==> config.mk <==
export PLATFORM = sky130hd
export DESIGN_NAME = seg_scan_mux_flat
export DESIGN_NICKNAME = d
export VERILOG_FILES = /design/src/rtl/seg_scan_mux_pkg.sv /design/src/rtl/seg_scan_mux_if.sv /design/src/rtl/seg_scan_mux_hex_to_seg7.sv /design/src/rtl/seg_scan_mux.sv /design/src/flat_wrapper.sv
export SDC_FILE = /design/constraint.sdc
export NUM_CORES = 1
export LEC_CHECK = 0
export ABC_CLOCK_PERIOD_IN_PS = 3700
export CORE_UTILIZATION = 51
export CTS_CLUSTER_SIZE = 20
export DETAILED_ROUTE_END_ITERATION = 7
export HOLD_SLACK_MARGIN = 0.08
export PLACE_DENSITY = 0.81
export SYNTH_ARGS = -nofsm -noshare
export SYNTH_HDL_FRONTEND = slang
export SYNTH_HIERARCHICAL = 1
export SYNTH_SLANG_ARGS = --single-unit
==> constraint.sdc <==
create_clock -name clk -period 3.7 [get_ports clk]
set_input_delay 1.11 -clock clk [delete_from_list [all_inputs] [get_ports clk]]
set_output_delay 1.11 -clock clk [all_outputs]
set_load 0.1 [all_outputs]
==> src/rtl/seg_scan_mux_pkg.sv <==
// Shared constants and helpers for the multiplexed 7-segment scanner.
// Segment order is {g,f,e,d,c,b,a}; table values are active-high.
package seg_scan_mux_pkg;

  localparam logic [6:0] SEG_OFF = 7'h7F;

  // Entry n is the glyph for hex digit n (index 15 listed first).
  localparam logic [15:0][6:0] HEX7_TABLE = {
    7'h71, 7'h79, 7'h5E, 7'h39, 7'h7C, 7'h77, 7'h6F, 7'h7F,
    7'h07, 7'h7D, 7'h6D, 7'h66, 7'h4F, 7'h5B, 7'h06, 7'h3F
  };

  function automatic logic an_active(input bit act_low);
    return act_low ? 1'b0 : 1'b1;
  endfunction

  function automatic logic an_idle(input bit act_low);
    return act_low ? 1'b1 : 1'b0;
  endfunction

endpackage

==> src/rtl/seg_scan_mux_if.sv <==
// Display-data and pin bundle between the score logic (master) and the scanner (slave).
interface seg_scan_mux_if #(
  parameter int unsigned NUM_DIGITS = 4,
  parameter int unsigned BRIGHT_W   = 3
);
  logic                    enable;
  logic [4*NUM_DIGITS-1:0] digits;
  logic [NUM_DIGITS-1:0]   dp;
  logic [NUM_DIGITS-1:0]   blank;
  logic [BRIGHT_W-1:0]     brightness;
  logic [6:0]              seg_n;
  logic                    dp_n;
  logic [NUM_DIGITS-1:0]   an;
  logic                    frame_tick;

  modport master (
    output enable, digits, dp, blank, brightness,
    input  seg_n, dp_n, an, frame_tick
  );

  modport slave (
    input  enable, digits, dp, blank, brightness,
    output seg_n, dp_n, an, frame_tick
  );
endinterface

==> src/rtl/seg_scan_mux_hex_to_seg7.sv <==
// Combinational hex nibble to active-high 7-segment glyph.
module hex_to_seg7
  import seg_scan_mux_pkg::*;
(
  input  logic [3:0] nibble,
  output logic [6:0] seg_c
);
  assign seg_c = HEX7_TABLE[nibble];
endmodule

==> src/rtl/seg_scan_mux.sv <==
// Time-multiplexed 7-segment driver: prescaled digit scan, frame-coherent shadow
// capture, PWM brightness window with leading anti-ghost guard; all pins registered.
module seg_scan_mux
  import seg_scan_mux_pkg::*;
#(
  parameter int unsigned NUM_DIGITS  = 4,
  parameter int unsigned SCAN_PERIOD = 100000,
  parameter int unsigned GUARD       = 16,
  parameter int unsigned BRIGHT_W    = 3,
  parameter bit          AN_ACT_LOW  = 1'b1
) (
  input  logic          clk,
  input  logic          reset_n,
  seg_scan_mux_if.slave bus
);

  localparam int unsigned CNT_W = ($clog2(SCAN_PERIOD) > 0) ? $clog2(SCAN_PERIOD) : 1;
  localparam int unsigned IDX_W = ($clog2(NUM_DIGITS) > 0) ? $clog2(NUM_DIGITS) : 1;
  // Wide enough for (2^BRIGHT_W) * SCAN_PERIOD before the shift.
  localparam int unsigned ON_W  = BRIGHT_W + 1 + $clog2(SCAN_PERIOD + 1);

  logic [CNT_W-1:0]           cnt;
  logic [IDX_W-1:0]           idx;
  logic [NUM_DIGITS-1:0][3:0] digits_sh;
  logic [NUM_DIGITS-1:0]      dp_sh;
  logic [NUM_DIGITS-1:0]      blank_sh;
  logic [BRIGHT_W-1:0]        bright_sh;

  logic [ON_W-1:0]            on_end_c;
  logic                       lit_c;
  logic                       slot_end_c;
  logic                       frame_end_c;
  logic [6:0]                 seg_hi_c;
  logic [NUM_DIGITS-1:0]      an_nxt_c;

  logic [6:0]                 seg_n_q;
  logic                       dp_n_q;
  logic [NUM_DIGITS-1:0]      an_q;
  logic                       frame_tick_q;

  hex_to_seg7 u_hex (
    .nibble (digits_sh[idx]),
    .seg_c  (seg_hi_c)
  );

  // Lit window and next anode pattern from the current scan position.
  always_comb begin
    on_end_c    = ON_W'(((ON_W'(bright_sh) + ON_W'(1)) * ON_W'(SCAN_PERIOD)) >> BRIGHT_W);
    lit_c       = bus.enable && !blank_sh[idx] &&
                  (ON_W'(cnt) >= ON_W'(GUARD)) && (ON_W'(cnt) < on_end_c);
    slot_end_c  = (cnt == CNT_W'(SCAN_PERIOD - 1));
    frame_end_c = slot_end_c && (idx == IDX_W'(NUM_DIGITS - 1));
    an_nxt_c    = {NUM_DIGITS{an_idle(AN_ACT_LOW)}};
    if (lit_c) an_nxt_c[idx] = an_active(AN_ACT_LOW);
  end

  always_ff @(posedge clk) begin
    if (!reset_n) begin
      cnt          <= '0;
      idx          <= '0;
      digits_sh    <= '0;
      dp_sh        <= '0;
      blank_sh     <= '0;
      bright_sh    <= '0;
      seg_n_q      <= SEG_OFF;
      dp_n_q       <= 1'b1;
      an_q         <= {NUM_DIGITS{an_idle(AN_ACT_LOW)}};
      frame_tick_q <= 1'b0;
    end else begin
      frame_tick_q <= 1'b0;
      if (bus.enable) begin
        if (slot_end_c) begin
          cnt <= '0;
          if (frame_end_c) begin
            idx          <= '0;
            digits_sh    <= bus.digits;
            dp_sh        <= bus.dp;
            blank_sh     <= bus.blank;
            bright_sh    <= bus.brightness;
            frame_tick_q <= 1'b1;
          end else begin
            idx <= idx + IDX_W'(1);
          end
        end else begin
          cnt <= cnt + CNT_W'(1);
        end
      end
      an_q    <= an_nxt_c;
      seg_n_q <= lit_c ? ~seg_hi_c : SEG_OFF;
      dp_n_q  <= lit_c ? ~dp_sh[idx] : 1'b1;
    end
  end

  assign bus.seg_n      = seg_n_q;
  assign bus.dp_n       = dp_n_q;
  assign bus.an         = an_q;
  assign bus.frame_tick = frame_tick_q;

endmodule

==> src/flat_wrapper.sv <==
// flat-port wrapper written by rule: the top's interface ports become plain ports
module seg_scan_mux_flat import seg_scan_mux_pkg::*;
#(
  parameter int unsigned NUM_DIGITS  = 4,
  parameter int unsigned SCAN_PERIOD = 100000,
  parameter int unsigned GUARD       = 16,
  parameter int unsigned BRIGHT_W    = 3,
  parameter bit          AN_ACT_LOW  = 1'b1
)
  (clk, reset_n, bus_enable, bus_digits, bus_dp, bus_blank, bus_brightness, bus_seg_n, bus_dp_n, bus_an, bus_frame_tick);
  seg_scan_mux_if #(.NUM_DIGITS(NUM_DIGITS), .BRIGHT_W(BRIGHT_W)) bus_i ();
  input  logic clk;
  input  logic reset_n;
  input wire logic [$bits(bus_i.enable)-1:0] bus_enable;
  input wire logic [$bits(bus_i.digits)-1:0] bus_digits;
  input wire logic [$bits(bus_i.dp)-1:0] bus_dp;
  input wire logic [$bits(bus_i.blank)-1:0] bus_blank;
  input wire logic [$bits(bus_i.brightness)-1:0] bus_brightness;
  output wire logic [$bits(bus_i.seg_n)-1:0] bus_seg_n;
  output wire logic [$bits(bus_i.dp_n)-1:0] bus_dp_n;
  output wire logic [$bits(bus_i.an)-1:0] bus_an;
  output wire logic [$bits(bus_i.frame_tick)-1:0] bus_frame_tick;
  assign bus_i.enable = bus_enable;
  assign bus_i.digits = bus_digits;
  assign bus_i.dp = bus_dp;
  assign bus_i.blank = bus_blank;
  assign bus_i.brightness = bus_brightness;
  assign bus_seg_n = bus_i.seg_n;
  assign bus_dp_n = bus_i.dp_n;
  assign bus_an = bus_i.an;
  assign bus_frame_tick = bus_i.frame_tick;
  seg_scan_mux #(.NUM_DIGITS(NUM_DIGITS), .SCAN_PERIOD(SCAN_PERIOD), .GUARD(GUARD), .BRIGHT_W(BRIGHT_W), .AN_ACT_LOW(AN_ACT_LOW)) u_core (.clk(clk), .reset_n(reset_n), .bus(bus_i));
endmodule
# == After elaboration in Yosys (flattened, before gate mapping) ==
# Memory sizes are Yosys's and may differ from the RTL's.
# Index checks and enable logic that the tools add are counted.
# word_totals
wordCells,50
romBits,112
mem_bits_rw,0
latchBits,0
memories,1
out_inout_bits,13
inputBits,30
register_bits,59
# op_classes
order_cmp,5
reduce_logical,10
multipliers,1
n_eq_ne,2
n_addsub,3
n_bitwise,3
div_mod_pow,0
shifts,0
n_mux,12
# mem_list
name,words,width,read_ports,rd_clocked_by_memory_dff,wr,line_no,rtl
(name not given),16,7,1,0,0,seg_scan_mux_hex_to_seg7.sv:8,assign seg_c = HEX7_TABLE[nibble];
# op_table
op,count
"multiplier 21 x 12 -> 16 bit, second input constant",1
less-than comparator 17 x 18 -> 1 bit,1
"adder 17 x 1 -> 17 bit, second input constant",1
"== test 17 bit, second input constant",1
"greater-or-equal comparator 17 x 5 -> 1 bit, second input constant",1
two-way mux 17 bit,1
binary-select mux 4 bit (select 2 bit),1
two-way mux 7 bit,1
NOT 7 bit,1
AND reduction 3 bit,2
logical AND 1 bit,5
"less-than comparator 4 x 5 -> 1 bit, second input constant",1
"adder 3 x 1 -> 4 bit, second input constant",1
binary-select mux 1 bit (select 2 bit),2
two-way mux 1 bit,4
two-way mux 4 bit,1
NOT 4 bit,1
AND reduction 2 bit,2
"less-than comparator 2 x 3 -> 1 bit, second input constant",1
"adder 2 x 1 -> 2 bit, second input constant",1
demux 1 bit (select 2 bit),1
"== test 2 bit, second input constant",1
"greater-or-equal comparator 2 x 1 -> 1 bit, second input constant",1
two-way mux 2 bit,1
2 further kinds,2

# == Depth between registers and ports, before layout ==
# Gate-level depths: netlist (run 1).
# depth
ltp_word,7
mapped_depth,19
ltp_nobuf,17

# == Cells and area by module ==
# Netlist (run 1), hierarchy kept.
# modules_own_cells
module,cells_each,area_each_um2,instances,seq_area_each_um2
seg_scan_mux,337,3314.4,1,1181.1
hex_to_seg7,33,282.8,1,0.0

# == Least setup slack after synthesis (run 1) ==
# OpenSTA, ideal clock, no wires.
# synth_timing
kind,reg2reg
from,register u_core.bright_sh[0]
to,register u_core.an_q[2] (netlist: u_core/bus.an[2])
arrival_ns,3.949
setup_slack_ns,-0.313
path_buffers,2
setup_ns,0.064
stages_incl_launch_ff,19
required_ns,3.636
synth_period_minus_slack_ns,4.013
path_cell_list,dfxtp_1 > clkbuf_1 > inv_1 > ha_1 > xor3_1 > ha_1 > ha_1 > a31oi_1 > o31ai_1 > a211o_1 > a32oi_1 > a21oi_1 > ha_1 > nand3_1 > nor3_1 > o221ai_1 > a31o_2 > clkbuf_1 > nand3_1
# synth_between
elab_chain_cells,5
# synth_lines
element,line_no,rtl
"start, declared",seg_scan_mux.sv:27,logic [BRIGHT_W-1:0] bright_sh;
"start signal, assigned",seg_scan_mux.sv:79,bright_sh <= bus.brightness;
adder 3 x 1 -> 4 bit,seg_scan_mux.sv:48,on_end_c = ON_W'(((ON_W'(bright_sh) + ON_W'(1)) * ON_W'(SCAN_PERIOD)) >> BRIGHT_W);
multiplier 21 x 12 -> 16 bit,seg_scan_mux.sv:48,
less-than comparator 17 x 18 -> 1 bit,seg_scan_mux.sv:50,(ON_W'(cnt) >= ON_W'(GUARD)) && (ON_W'(cnt) < on_end_c);
logical AND 1 bit,seg_scan_mux.sv:50,
AND reduction 2 bit (no source line),-,
"end signal, assigned",seg_scan_mux.sv:67,an_q <= {NUM_DIGITS{an_idle(AN_ACT_LOW)}};
"end signal, assigned",seg_scan_mux.sv:88,an_q <= an_nxt_c;
"end, declared",seg_scan_mux.sv:38,logic [NUM_DIGITS-1:0] an_q;
# Every way passes these cells.
# A chain may end at the register's enable or synchronous reset.

# == Worst setup path after layout (run 1) ==
# layout_timing
from,register u_core.bright_sh[0]
to,register u_core.seg_n_q[6] (netlist: u_core/bus.seg_n[6])
# layout_between
elab_chain_cells,5
# layout_lines
element,line_no,rtl
adder 3 x 1 -> 4 bit,seg_scan_mux.sv:48,
multiplier 21 x 12 -> 16 bit,seg_scan_mux.sv:48,
less-than comparator 17 x 18 -> 1 bit,seg_scan_mux.sv:50,
logical AND 1 bit,seg_scan_mux.sv:50,
AND reduction 2 bit (no source line),-,
"end signal, assigned",seg_scan_mux.sv:89,seg_n_q <= lit_c ? ~seg_hi_c : SEG_OFF;
"end, declared",seg_scan_mux.sv:36,logic [6:0] seg_n_q;
# Every way passes these cells.

==> impl_metrics.toml, run 1 <==
[outcome]
outcome = "complete, no violations"

[clock_tree]
clockRootBuffer = "clkbuf_8"
clk_pin_slew_worst_paths_ns = 0.08
clock_path_buffers = 2
numCtsBuffers = 9
cts_sinks = 59
clk_latency_ns = 0.35
htreeDepth = 3
postCtsSetupBuffers = 0
cts_tree = "built"

[die]
fp.dieH_um = 85.99
ios = 43
core-area_sq_mm = 0.006794
rows = 30
start_util = 0.5295
dieArea_sq_mm = 0.007393
die_x_um = 85.99

[logic_synthesis]
synthTopCellsByArea = "dfxtp_1 (33%), ha_1 (15%), mux2i_1 (8.6%)"
yosysSeqAreaShare = 0.3283
synth_top_cell_area_share = 0.3283
ys_types = 47
syn_nets = 442
synth_area_leader_cell = "dfxtp_1"
synth_edf_count = 0
ys_warn_count = 6
async_reset_ff_frac = 0
syn_area_sq_mm = 0.003597
synth_ff_type = "dfxtp_1"
synthCells = 370
synth.avg_cell_area_sq_um = 9.722
ys_seq_elements = 59

[timing]
worst_slack_ns = 0.1098
holdWs_ns = 0.5196
period_minus_slack_ns = 3.590
slew_headroom = 0.5648
max_freq_ghz = 0.2785
setup_viol = 0
maxSlewViolCount = 0
finalHoldViolCount = 0
fin_setup_tns_ns = 0
clock_skew_ns = 0.01077
worst_slew_pin_slew_ns = 0.6519
finalCritPeriodShare = 0.9703

[cells_and_area]
antenna_cells = 0
layout.cells.non_filler = 515
final_util = 0.6455
finalInstanceArea_sq_mm = 0.004385
nets = 486
areaGrowthSynthToFinish_pct = 21.91
drive_gt1_frac = 0.1623
layout_commonest_cell = "dfxtp_1"
final_cell_mix = "dfxtp_1 (56), ha_1 (37), nor2b_1 (32), mux2i_1 (31), clkdlybuf4s50_1 (29)"

[critical_path]
criticalPathCategory = "reg -> reg"
end_kind = "flip-flop"
crit_chain = "inv_1, ha_4, xor3_2, ha_1, ha_4, a31oi_1, o31ai_1, a211o_1, a32oi_1, a21oi_1, ha_1, nand3_1, nor3_2, o221ai_2, a31o_4, nand3_1"
crit_buf_inv = 1
cpMaxStageDelayCell = "dfxtp_4"
critPathMaxStageDelay_ns = 0.38
crit_required_ns = 3.99
path_delay_family = "compound AO/OA/AOI/OAI gates"
worstPathArrival_ns = 3.88
start_kind = "flip-flop"
crit_path_max_fanout = 6

[grt]
first_global_vias = 2611
grt_max_degree = 34
grt_pass1_wl_um = 12390
grt_usage = 0.2150
globalRoute.totalOverflow = 0
grt_antenna_before_repair = 0

[routing]
detail-route-antenna-nets = 0
vias_per_cell = 5.466
drt_iter0_drc = 133
drc = 0
drt_wl_total_um = 7914
post_drt_wl_per_cell_um = 15.37
vias = 2815
drt_first_pass_iters = 4

[flow_run]
maxCapViolCount = 0

[power]
peakVddDrop_mv = 0.2347
p_leak_nw = 1.567
powerDensity_mw_per_mm2 = 310.2
power_mw = 1.360

[place]
dp_hpwl_um = 5220
io_buffers = 42
gp_congestion = 0.8520
dp.cells = 498
place_worst_setup_slack_ns = -0.06395
placed_cell_area_sq_mm = 0.004038

[worst_hold_path]
hp-class = "reg -> reg"
-- state kept, by name, summed over array words and instances (netlist names) --
signal / cells
u_core/dp_sh: 4
u_core/bus.frame_tick: 1
u_core/blank_sh: 4
u_core/idx: 2
u_core/bus.dp_n: 1
u_core/bus.an: 4
u_core/bright_sh: 3
u_core/cnt: 17
u_core/digits_sh: 16
u_core/bus.seg_n: 7
-- synthesized netlist by cell type (2+ instances only) --
master and instances:
a21o_1 2, a21oi_1 10, a22oi_1 2, a31oi_1 4, a32oi_1 3, and3_1 2, buf_12 3, buf_4 2
clkbuf_1 11, dfxtp_1 59, ha_1 42, inv_1 20, mux2_2 3, mux2i_1 31, mux4_2 7, nand2_1 13
nand2b_1 2, nand3_1 21, nand4_1 5, nor2_1 28, nor2b_1 32, nor3_1 9, nor4_1 3, o21ai_0 3
o31ai_1 2, or3_1 3, xnor2_1 19, xor2_1 10
-- where the power goes --
group,total (mW),internal (mW),switching [mW]
logic,0.0532,0.0362,0.0169
registers,0.638,0.635,0.00315
clock network,0.669,0.383,0.285
total,1.36,1.05,0.305
-- layer usage --
layer / wire (um) / vias up / part of all wire / global-route usage
li1: - / 1377 / - / -
met2: 3937 / 91 / 0.50 / 0.3492
met1: 3449 / 1334 / 0.44 / 0.2786
met5: 0 / - / 0 / 0
met4: 122 / 0 / 0.015 / 0.07576
met3: 404 / 13 / 0.051 / 0.05197
-- kinds of logic (layout without fill, tap and decap cells) --
kind of cell | Yosys count | in the layout | synth area share
AND/OR/NAND/NOR | 125 | 125 | 0.1864
flip-flops | 59 | 59 | 0.3283
adder cells (fa/ha/maj) | 42 | 42 | 0.1461
multiplexers | 41 | 41 | 0.1395
buffers and inverters | 38 | 86 | 0.05809
AO/OA/AOI/OAI | 35 | 36 | 0.06435
XOR/XNOR | 30 | 30 | 0.07722
-- worst reg2reg max path: cells and delay by family, from the launching register on --
| kind | cells | cell delay [ns] |
|---|---|---|
| compound gates | 7 | 1.26 |
| simple gates | 3 | 0.38 |
| fa+ha+maj | 4 | 1.13 |
| buf+inv | 1 | 0.08 |
| flops | 1 | 0.38 |
| xor+xnor | 1 | 0.30 |
-- cell type report --
class                   count  area [sq um]
clock buffers               9         123.9
clock inverters             7         100.1
fillers                   529          2409
inverters                  21         81.33
multi-input cells         274          2330
flip-flops and latches     59          1190
well taps                  96         120.1
repair buffers             49         440.4
-- path summary, 6_finish.rpt --
path                                    startpoint                          endpoint  slack [ns]  depth (start not counted)
setup / recovery  u_core/bright_sh[0]$_SDFFE_PN0P_    u_core/bus.seg_n[6]$_SDFF_PN1_        0.11                         16
hold / removal    u_core/digits_sh[5]$_SDFFE_PN0P_  u_core/digits_sh[5]$_SDFFE_PN0P_        0.52                          2
setup reg to reg  u_core/bright_sh[0]$_SDFFE_PN0P_    u_core/bus.seg_n[6]$_SDFF_PN1_        0.11                         16
hold reg to reg   u_core/digits_sh[5]$_SDFFE_PN0P_  u_core/digits_sh[5]$_SDFFE_PN0P_        0.52                          2
-- repair_timing --
| action | CTS | global route |
|---|---|---|
| hold buffers | 0 | 0 |
| gates cloned | 0 | 1 |
| pin swaps | 0 | 2 |
| setup endpoints to repair | 12 | 12 |
| resized for setup | 4 | 15 |
No activity file was read; power rests on OpenSTA's default activity.
==> inputs of run 2 (changes only) <==
--- a/config.mk
+++ b/config.mk
@@ -5,7 +5,6 @@
 export SDC_FILE = /design/constraint.sdc
 export NUM_CORES = 1
 export LEC_CHECK = 0
-export ABC_CLOCK_PERIOD_IN_PS = 3700
 export CORE_UTILIZATION = 51
 export CTS_CLUSTER_SIZE = 20
 export DETAILED_ROUTE_END_ITERATION = 7
==> results of run 2 <==
Same layout as run 1: the final DEF is identical, and so are final timing and power.
